[src/rtl/bellek_erisim.sv]
// Memory-access stage: pass-through of execute results, aligned load/store handshake, byte-lane steering.
// Optional memory timeout abort enabled by defining BELLEK_ZAMAN_ASIMI_EN.
module bellek_erisim (
    input  logic        clk_i,
    input  logic        rst_i,
    input  logic        durdur_i,
    input  logic        gecerli_i,
    input  logic        bellek_i,
    input  logic [3:0]  islem_i,
    input  logic [31:0] adres_i,
    input  logic [31:0] veri_i,
    input  logic [4:0]  rd_i,
    output logic        mem_istek_o,
    output logic        mem_yaz_o,
    output logic [31:0] mem_adres_o,
    output logic [31:0] mem_veri_o,
    output logic [3:0]  mem_maske_o,
    input  logic        mem_hazir_i,
    input  logic [31:0] mem_veri_i,
    output logic        gecerli_o,
    output logic [31:0] sonuc_o,
    output logic [4:0]  rd_o,
    output logic        yaz_o,
    output logic [1:0]  hata_o,
    output logic        durdur_o
);
    localparam int unsigned XLEN = 32;
    localparam int unsigned RW   = 5;
    localparam int unsigned OPW  = 4;

    typedef enum logic [0:0] {BOSTA, ISTEK} durum_t;

    durum_t            durum_q, durum_d;
    logic [XLEN-1:0]   adres_q, adres_d, veri_q, veri_d, sonuc_q, sonuc_d;
    logic [OPW-1:0]    islem_q, islem_d;
    logic [RW-1:0]     rd_q, rd_d, rd_o_q, rd_o_d;
    logic              gecerli_q, gecerli_d, yaz_q, yaz_d, hizasiz_q, hizasiz_d;
`ifdef BELLEK_ZAMAN_ASIMI_EN
    localparam int unsigned SAYAC_W = 8;
    // Counter value at the 255th ISTEK cycle without a transfer.
    localparam logic [SAYAC_W-1:0] ZAMAN_SINIRI = SAYAC_W'(254);
    logic [SAYAC_W-1:0] sayac_q, sayac_d;
    logic               zaman_q, zaman_d;
`endif

    logic            istekte_c, aktarim_c, tut_c, hizali_c;
    logic [7:0]      bayt_c;
    logic [15:0]     yarim_c;
    logic [XLEN-1:0] yuk_c;

    assign istekte_c = (durum_q == ISTEK);
    assign aktarim_c = istekte_c && !durdur_i && mem_hazir_i;
    assign tut_c     = gecerli_q && durdur_i;

    // Alignment of the incoming op: byte always, half needs bit 0 clear, word needs both clear.
    always_comb begin
        hizali_c = 1'b1;
        case (islem_i[1:0])
            2'b00:   hizali_c = 1'b1;
            2'b01:   hizali_c = !adres_i[0];
            default: hizali_c = (adres_i[1:0] == 2'b00);
        endcase
    end

    // Load lane extraction and extension.
    always_comb begin
        bayt_c  = 8'(mem_veri_i >> {adres_q[1:0], 3'b000});
        yarim_c = adres_q[1] ? mem_veri_i[31:16] : mem_veri_i[15:0];
        case (islem_q[1:0])
            2'b00:   yuk_c = islem_q[2] ? {24'b0, bayt_c}  : {{24{bayt_c[7]}}, bayt_c};
            2'b01:   yuk_c = islem_q[2] ? {16'b0, yarim_c} : {{16{yarim_c[15]}}, yarim_c};
            default: yuk_c = mem_veri_i;
        endcase
    end

    // Store lane steering; the mask only drives while a store is outstanding.
    always_comb begin
        mem_veri_o  = veri_q;
        mem_maske_o = 4'b0000;
        case (islem_q[1:0])
            2'b00: begin
                mem_veri_o  = {4{veri_q[7:0]}};
                mem_maske_o = 4'(4'b0001 << adres_q[1:0]);
            end
            2'b01: begin
                mem_veri_o  = {2{veri_q[15:0]}};
                mem_maske_o = 4'(4'b0011 << adres_q[1:0]);
            end
            default: mem_maske_o = 4'b1111;
        endcase
        if (!(istekte_c && islem_q[3])) mem_maske_o = 4'b0000;
    end

    always_comb begin
        durum_d   = durum_q;
        adres_d   = adres_q;
        veri_d    = veri_q;
        islem_d   = islem_q;
        rd_d      = rd_q;
        gecerli_d = tut_c ? gecerli_q : 1'b0;
        sonuc_d   = sonuc_q;
        rd_o_d    = rd_o_q;
        yaz_d     = yaz_q;
        hizasiz_d = hizasiz_q;
`ifdef BELLEK_ZAMAN_ASIMI_EN
        sayac_d   = sayac_q;
        zaman_d   = zaman_q;
`endif
        case (durum_q)
            BOSTA: begin
                if (!durdur_i && gecerli_i) begin
                    if (!bellek_i || !hizali_c) begin
                        gecerli_d = 1'b1;
                        sonuc_d   = adres_i;
                        rd_o_d    = rd_i;
                        yaz_d     = !bellek_i && (rd_i != '0);
                        hizasiz_d = bellek_i;
`ifdef BELLEK_ZAMAN_ASIMI_EN
                        zaman_d   = 1'b0;
`endif
                    end else begin
                        adres_d = adres_i;
                        veri_d  = veri_i;
                        islem_d = islem_i;
                        rd_d    = rd_i;
                        durum_d = ISTEK;
`ifdef BELLEK_ZAMAN_ASIMI_EN
                        sayac_d = '0;
`endif
                    end
                end
            end
            ISTEK: begin
                if (aktarim_c) begin
                    durum_d   = BOSTA;
                    gecerli_d = 1'b1;
                    sonuc_d   = islem_q[3] ? adres_q : yuk_c;
                    rd_o_d    = rd_q;
                    yaz_d     = !islem_q[3] && (rd_q != '0);
                    hizasiz_d = 1'b0;
`ifdef BELLEK_ZAMAN_ASIMI_EN
                    zaman_d   = 1'b0;
                end else if (sayac_q == ZAMAN_SINIRI) begin
                    // Abort only once the result registers are free to take the error.
                    if (!tut_c) begin
                        durum_d   = BOSTA;
                        gecerli_d = 1'b1;
                        sonuc_d   = adres_q;
                        rd_o_d    = rd_q;
                        yaz_d     = 1'b0;
                        hizasiz_d = 1'b0;
                        zaman_d   = 1'b1;
                    end
                end else begin
                    sayac_d = sayac_q + SAYAC_W'(1);
`endif
                end
            end
            default: durum_d = BOSTA;
        endcase
    end

    always_ff @(posedge clk_i or negedge rst_i) begin
        if (!rst_i) begin
            durum_q   <= BOSTA;
            adres_q   <= '0;
            veri_q    <= '0;
            islem_q   <= '0;
            rd_q      <= '0;
            gecerli_q <= 1'b0;
            sonuc_q   <= '0;
            rd_o_q    <= '0;
            yaz_q     <= 1'b0;
            hizasiz_q <= 1'b0;
`ifdef BELLEK_ZAMAN_ASIMI_EN
            sayac_q   <= '0;
            zaman_q   <= 1'b0;
`endif
        end else begin
            durum_q   <= durum_d;
            adres_q   <= adres_d;
            veri_q    <= veri_d;
            islem_q   <= islem_d;
            rd_q      <= rd_d;
            gecerli_q <= gecerli_d;
            sonuc_q   <= sonuc_d;
            rd_o_q    <= rd_o_d;
            yaz_q     <= yaz_d;
            hizasiz_q <= hizasiz_d;
`ifdef BELLEK_ZAMAN_ASIMI_EN
            sayac_q   <= sayac_d;
            zaman_q   <= zaman_d;
`endif
        end
    end

    assign mem_istek_o = istekte_c && !durdur_i;
    assign mem_yaz_o   = istekte_c && islem_q[3];
    assign mem_adres_o = {adres_q[31:2], 2'b00};
    assign durdur_o    = istekte_c;
    assign gecerli_o   = gecerli_q;
    assign sonuc_o     = sonuc_q;
    assign rd_o        = rd_o_q;
    assign yaz_o       = yaz_q;
`ifdef BELLEK_ZAMAN_ASIMI_EN
    assign hata_o      = {zaman_q, hizasiz_q};
`else
    assign hata_o      = {1'b0, hizasiz_q};
`endif

endmodule

[config.mk]
export PLATFORM = sky130hd
export DESIGN_NAME = bellek_erisim
export DESIGN_NICKNAME = d
export VERILOG_FILES = /design/src/rtl/bellek_erisim.sv
export SDC_FILE = /design/constraint.sdc
export NUM_CORES = 1
export LEC_CHECK = 0
export ABC_AREA = 1
export BUFFER_PORTS_ARGS = -buffer_cell sky130_fd_sc_hd__buf_2
export CORE_MARGIN = 2
export CORE_UTILIZATION = 35
export CTS_CLUSTER_SIZE = 30
export DETAILED_ROUTE_END_ITERATION = 10
export SETUP_SLACK_MARGIN = 0.2
export SYNTH_ARGS = -nofsm -noshare
export SYNTH_HDL_FRONTEND = slang
export SYNTH_SLANG_ARGS = --single-unit
[constraint.sdc]
create_clock -name clk_i -period 3.1 [get_ports clk_i]
set_input_delay 0.93 -clock clk_i [delete_from_list [all_inputs] [get_ports clk_i]]
set_output_delay 0.93 -clock clk_i [all_outputs]
set_load 0.05 [all_outputs]
==> summary.md, run 1 <==
| Metric | Value |
|---|---|
| Final WL | `a little under 20 mm` |
| Hold Startpoint | `gecerli_o` |
| Final routed DRC violation total | `0` |
| Critical-path cell with the highest stage delay | `sky130_fd_sc_hd__dfrtp_1` |
| Net count reported at finish | `roughly 1000` |
| Run status | `finished, final reports clean` |
| Share of cell area taken by muxes after synthesis | `about an eighth` |
| Area fraction of the dominant cell type after synthesis | `44.7%` |
| XOR/XNOR Fraction of Synth Area | `0%` |
| Critical path startpoint category | `flip-flop` |
| Worst stage delay on the critical path | `600 ps` |
| Syn avg cell area | `8.37 µm²` |
| N_diodes | `0` |
| Yosys cell types | `29` |
| Skew-Pair Late Insertion Delay | `410 ps` |
| Hold slack final | `479 ps` |
| Number of enable flip-flop cells after synthesis | `0` |
| Max FO, Critical Path | `11` |
| Die outline height | `139 µm` |
| Sinks on Clock Net | `114` |
| Max Clk Rate | `360 MHz` |
| IO buf count | `219` |
| Finished Core Util | `a little under half` |
| Async set-or-reset flop fraction in the synthesized netlist | `100%` |
| TritonCTS clock tree | `yes` |
| Number of primary I/O pins | `223` |
| Hold_buf cts | `0` |
| Number of endpoints failing setup at the final stage | `0` |
| Actual transition at the worst max-transition pin | `roughly 580 ps` |
| Core area | `17900 µm²` |
| Die footprint | `19300 µm²` |
| Overall global routing resource usage | `20.5%` |
| First-iteration detailed-routing DRC count | `309` |
| Commonest cells after routing, fill and taps aside | `215 x sky130_fd_sc_hd__buf_2, 169 x sky130_fd_sc_hd__nand2_1, 113 x sky130_fd_sc_hd__dfrtp_1` |
| Number of global-route vias before repair | `5598` |
| Count of nets left with antenna violations after detail routing | `0` |
| Worst hold path class | `flip-flop to flip-flop` |
| Final worst path period share | `around nine tenths` |
| Most used flip-flop cell after synthesis | `sky130_fd_sc_hd__dfrtp_1` |
| Largest net degree at the start of global routing | `56` |
| Final setup TNS | `0 ps` |
| CTS buffer count | `17` |
| Overflow left after global routing | `0` |
| Final count of pins violating max slew | `0` |
| Number of maximum-capacitance constraint violations | `0` |
| Worst-path cell chain | `nor2_2 > a221oi_2 > buf_12` |
| Adder-Cell Fraction of Synth Area | `0%` |
| Final hold viol count | `0` |
| First-pass GRT wire length | `~31 mm` |
| Initial Util | `35.6%` |
| Post-synthesis sequential area ratio | `44.7%` |
| HPWL reported at the end of detailed placement | `14.4 mm` |
| RSZ-0062 raised after global routing | `no` |
| Critical Setup Path Class | `flip-flop to primary output` |
| Mean routed wirelength per cell | `16.8 µm` |
| Flip-flop and latch count after synthesis | `114` |
| Number of cells on the worst reg-to-reg path | `8` |
| 1st-pass router iterations | `4` |
| Standard-cell row count | `49` |
| Fraction of final layout cells with drive strength greater than 1 | `36.9%` |
| Worst flop-to-flop path startpoint | `islem_q[1]` |
| Endpoint arrival time on the critical path | `1850 ps` |
| Layout overhead on the synthesized area | `27.0%` |
| Timing startpoint of the critical path | `adres_q[0]` |
| Post-Syn Instances | `762` |
| Post-Syn Area | `roughly 6400 µm²` |
| Initial antenna violation count | `0` |
| Count of synthesis-stage warnings from yosys | `0` |
| Clock Pin Slew Worst Setup and Hold Paths | `60 ps` |
| Most common library cell in the layout ignoring fill and taps | `sky130_fd_sc_hd__buf_2` |
| Final Critical Period | `2780 ps` |
| Synthesized-area fraction occupied by ao, oa, aoi and oai cells | `10.3%` |
| Main combinational cell family by area after synthesis | `simple AND/OR/NAND/NOR gates` |
| Max transition margin | `61.6%` |
| X dimension of the die | `139 µm` |
| Per-cell via count in the routed design | `roughly 4.9` |
| Cell type with the highest aggregate area in the netlist | `sky130_fd_sc_hd__dfrtp_1` |
| Deepest level of the CTS H-tree | `4` |
| Simple logic cell fraction of the synthesized area | `22.3%` |
| Largest buffer count on any clock path | `2` |
| Critical path capture point type | `primary output` |
| Final worst clock skew | `5.93 ps` |
| Req. time, crit path | `2170 ps` |
| Global placement routability congestion | `0.878` |
| Reg-to-reg setup timing slack | `between 1000 and 1500 ps` |
| Routed vias | `5773` |
| Clock root buffer | `sky130_fd_sc_hd__clkbuf_16` |
| Last element of the critical path | `mem_maske_o[2]` |
| Critical R2R Capture | `sonuc_o[30]` |
| Top post-synthesis cells by area | `sky130_fd_sc_hd__dfrtp_1 45%, sky130_fd_sc_hd__nand2_1 10%, sky130_fd_sc_hd__a21oi_1 8.2%, sky130_fd_sc_hd__nor2_1 6.6%, sky130_fd_sc_hd__mux2_4 6.4%` |
## layout make-up
class	instances	area [µm²]
flip-flops and latches	114	2850
clock buffers	20	447
repair buffers	236	1330
fillers	1817	9800
clock inverters	12	181
repair inverters	1	5.00
multi-input cells	541	2920
inverters	20	78.8
well taps	229	287
## per-stage QoR
| step | setup WS [ps] | instance area [µm²] | instances |
|---|---|---|---|
| floorplan | 69.1 | 6410 | 764 |
| finish | 320 | 8100 | 1173 |
| global route | 213 | 8100 | 1173 |
| CTS | 228 | 8060 | 1170 |
| detailed placement | 460 | 7430 | 1138 |
| global placement | 517 | 7430 | 1138 |
## logic make-up after synthesis
| group | count (synthesis) |
|---|---|
| muxes | 62 |
| buffers and inverters | 109 |
| and+or+nand+nor | 349 |
| other | 1 |
| AOI/OAI and AO/OA | 127 |
| DFF | 114 |
## state kept, by name, indices dropped and copies added, names as in the netlist
signal / count
hizasiz_q: 1
rd_q: 5
islem_q: 4
rd_o: 5
veri_q: 32
gecerli_o: 1
yaz_o: 1
adres_q: 32
durdur_o: 1
sonuc_o: 32
## routing by layer
layer  global-route usage, %  routed length [µm]  vias to the layer above  part of all wire [%]
met5                       0                   0                        -                     0
met4                    4.57                 174                        0                  0.88
met3                    5.46                1400                       10                   7.1
met2                    32.5                9230                      194                    47
met1                    28.3                8960                     2757                    45
li1                        -                   -                     2812                     -
## worst min path at each step
stage                             to  slack [ps]  cells after the start
final                      gecerli_o         480                      2
after global routing       gecerli_o         510                      2
after CTS                 sonuc_o[1]         490                      2
after detailed placement   gecerli_o         470                      2
after global placement    sonuc_o[1]         460                      2
after floorplan            hizasiz_q         450                      2
## what timing repair did
action	in CTS	in global routing
gates cloned	0	1
resized for setup	2	2
pin swaps	0	1
buffers inserted	0	2
setup endpoints to repair	16	17
## synthesized netlist by cell type (11+ instances only)
master and n:
sky130_fd_sc_hd__mux2_2 35, sky130_fd_sc_hd__clkbuf_1 16, sky130_fd_sc_hd__nand3_1 50, sky130_fd_sc_hd__buf_2 20
sky130_fd_sc_hd__nor2_1 112, sky130_fd_sc_hd__dfrtp_1 114, sky130_fd_sc_hd__nand2_1 170, sky130_fd_sc_hd__inv_1 17
sky130_fd_sc_hd__a21oi_1 105, sky130_fd_sc_hd__mux2_4 27, sky130_fd_sc_hd__buf_4 48, sky130_fd_sc_hd__o21ai_0 11
## critical path: cells and delay by family (launching register included)
kind,cells,cell delay (ps)
and+or+nand+nor,1,200
AOI/OAI and AO/OA,1,450
buffers and inverters,1,190
DFF,1,600
Power of run 1 is not shown: default switching activity piles up to over one toggle a cycle in this logic, so the estimate is an artifact.
==> run 2: changes to the inputs <==
--- a/config.mk
+++ b/config.mk
@@ -7,10 +7,12 @@
 export LEC_CHECK = 0
 export ABC_AREA = 1
 export BUFFER_PORTS_ARGS = -buffer_cell sky130_fd_sc_hd__buf_2
+export CAP_MARGIN = 0
 export CORE_MARGIN = 2
 export CORE_UTILIZATION = 35
 export CTS_CLUSTER_SIZE = 30
 export DETAILED_ROUTE_END_ITERATION = 10
+export REMOVE_ABC_BUFFERS = 1
 export SETUP_SLACK_MARGIN = 0.2
 export SYNTH_ARGS = -nofsm -noshare
 export SYNTH_HDL_FRONTEND = slang
==> summary.md, run 2 (synthesis gave the netlist of run 1 again) <==
| Metric | Value |
|---|---|
| Final routed DRC violation total | `0 (unchanged)` |
| 1st-pass router iterations | `7 (+3)` |
| Commonest cells after routing, fill and taps aside | `218 x sky130_fd_sc_hd__buf_2, 168 x sky130_fd_sc_hd__nand2_1, 113 x sky130_fd_sc_hd__dfrtp_1` |
| X dimension of the die | `139 µm (unchanged)` |
| Global placement routability congestion | `0.841 (-4.2%)` |
| Skew-Pair Late Insertion Delay | `420 ps (about the same)` |
| Largest net degree at the start of global routing | `83 (+48%)` |
| Max transition margin | `47.7% (-14 points)` |
| First-iteration detailed-routing DRC count | `290 (-6.1%)` |
| Initial Util | `35.6% (unchanged)` |
| Critical R2R Capture | `sonuc_o[18]` |
| Req. time, crit path | `2170 ps (about the same)` |
| Number of maximum-capacitance constraint violations | `0 (unchanged)` |
| Overall global routing resource usage | `20.7% (+0.16 points)` |
| Standard-cell row count | `49 (unchanged)` |
| Routed vias | `5854 (+1.4%)` |
| Number of primary I/O pins | `223 (unchanged)` |
| Reg-to-reg setup timing slack | `1020 ps (-20 ps)` |
| Final setup TNS | `0 ps (unchanged)` |
| Final WL | `20.0 mm (+1.0%)` |
| Worst hold path class | `input pin to asynchronous set/reset pin` |
| Finished Core Util | `44.5% (-0.79 points)` |
| Worst-path cell chain | `inv_2 > nand2_2 > clkinvlp_4 > nand2_1 > nand3_1 > buf_2` |
| Wire length on met3 | `1.43 mm (+2.3%)` |
| Overflow left after global routing | `0 (unchanged)` |
| Critical path startpoint category | `flip-flop` |
| Per-cell via count in the routed design | `5.00 (+1.6%)` |
| Path length in cells of the critical path | `6 (+3)` |
| Critical path capture point type | `primary output` |
| Clock Pin Slew Worst Setup and Hold Paths | `50 ps (about the same)` |
| Most common library cell in the layout ignoring fill and taps | `sky130_fd_sc_hd__buf_2` |
| Actual transition at the worst max-transition pin | `785 ps (+208 ps)` |
| TritonCTS clock tree | `yes` |
| Endpoint arrival time on the critical path | `1850 ps (about the same)` |
| Final worst path period share | `89.7% (about the same)` |
| Critical-path cell with the highest stage delay | `sky130_fd_sc_hd__dfrtp_2` |
| Mean routed wirelength per cell | `17.1 µm (+1.2%)` |
| Number of cells on the worst reg-to-reg path | `6 (-2)` |
| Core area | `17900 µm² (unchanged)` |
| IO buf count | `219 (unchanged)` |
| Run status | `finished, final reports clean` |
| Number of global-route vias before repair | `5742 (+2.6%)` |
| Worst flop-to-flop path startpoint | `islem_q[1]` |
| First-pass GRT wire length | `31.5 mm (+0.42%)` |
| RSZ-0062 raised after global routing | `yes` |
| Max Clk Rate | `360 MHz (about the same)` |
| Final Critical Period | `2780 ps (+0.573 ps)` |
| Fraction of final layout cells with drive strength greater than 1 | `36.3% (-0.55 points)` |
| Critical Setup Path Class | `flip-flop to primary output` |
| HPWL reported at the end of detailed placement | `13.8 mm (-4.1%)` |
| CTS buffer count | `17 (unchanged)` |
| Highest routed metal layer | `met5` |
| Die outline height | `139 µm (unchanged)` |
| Wire length on met2 | `9.23 mm (about the same)` |
| Timing startpoint of the critical path | `islem_q[1]` |
| Layout overhead on the synthesized area | `24.7%` |
| Die footprint | `19300 µm² (unchanged)` |
| Top delay family on crit path | `buffers and inverters` |
| Number of endpoints failing setup at the final stage | `0 (unchanged)` |
| Hold_buf cts | `0 (unchanged)` |
| Clock root buffer | `sky130_fd_sc_hd__clkbuf_16` |
| Max FO, Critical Path | `13 (+2)` |
| Deepest level of the CTS H-tree | `4 (unchanged)` |
| Final worst clock skew | `9.99 ps (+4.05 ps)` |
| Final count of pins violating max slew | `0 (unchanged)` |
| Count of nets left with antenna violations after detail routing | `0 (unchanged)` |
| Final hold viol count | `0 (unchanged)` |
| Last element of the critical path | `mem_veri_o[26]` |
| Initial antenna violation count | `4 (+4)` |
| Net count reported at finish | `1038 (-0.38%)` |
| Largest buffer count on any clock path | `2 (unchanged)` |
| Routed metal-1 wire length | `8.79 mm (-1.8%)` |
| Worst stage delay on the critical path | `430 ps (-170 ps)` |
| Sinks on Clock Net | `114 (unchanged)` |
| Worst path bufs/invs | `3 (+2)` |
[run 2: changes by cell type in the layout (fill, tap and decap cells not counted), moves of 2 or more]
cell,before,now
sky130_fd_sc_hd__buf_4,13,10
sky130_fd_sc_hd__diode_2,0,3
sky130_fd_sc_hd__clkinv_4,2,0
sky130_fd_sc_hd__nor2_4,2,0
sky130_fd_sc_hd__buf_12,7,3
sky130_fd_sc_hd__buf_2,215,218
sky130_fd_sc_hd__clkinv_2,1,5
[run 2: repair_timing]
action / in CTS / in global routing
resized for setup: 2 / 4
setup endpoints to repair: 10 / 11
gates cloned: 0 / 1
pin swaps: 0 / 0
setup buffers: 0 / 1
[run 2: per-stage QoR]
stage / area, µm² / setup slack (ps) / cells / hold slack, ps
4_1_cts: 7930 / 219 / 1166 / 484
5_1_grt: 7960 / 181 / 1171 / 505
3_3_place_gp: 7340 / 593 / 1135 / 459
6_report: 7960 / 319 / 1171 / 479
2_1_floorplan: 5820 / -592 / 675 / 476
3_5_place_dp: 7340 / 554 / 1135 / 469
[run 2: layout make-up]
| type | instances | area (µm²) |
|---|---|---|
| diodes | 3 | 7.51 |
| clock buffers | 20 | 447 |
| clock inverters | 11 | 138 |
| fillers | 1820 | 9940 |
| inverters | 20 | 78.8 |
| multi-input cells | 541 | 2900 |
| flip-flops and latches | 114 | 2850 |
| well taps | 229 | 287 |
| repair buffers | 232 | 1240 |
| repair inverters | 1 | 7.51 |
[run 2: worst min-delay path by stage]
stage	from	to	slack (ps)	cells after the start
2_1_floorplan	rd_q[3]	rd_q[3]	480	2
3_3_place_gp	sonuc_o[1]	sonuc_o[1]	460	2
3_5_place_dp	yaz_o	yaz_o	470	2
4_1_cts	rst_i	veri_q[2]	480	1
5_1_grt	sonuc_o[1]	sonuc_o[1]	500	2
6_report	rst_i	veri_q[2]	480	1
[run 2: layer usage]
metal  global-route usage, %  vias to the layer above
met5                       0                        -
met4                    8.61                        2
met3                    5.59                       38
met2                    32.5                      241
met1                    27.1                     2765
li1                        -                     2808
Power of run 2 is left out for the same reason.
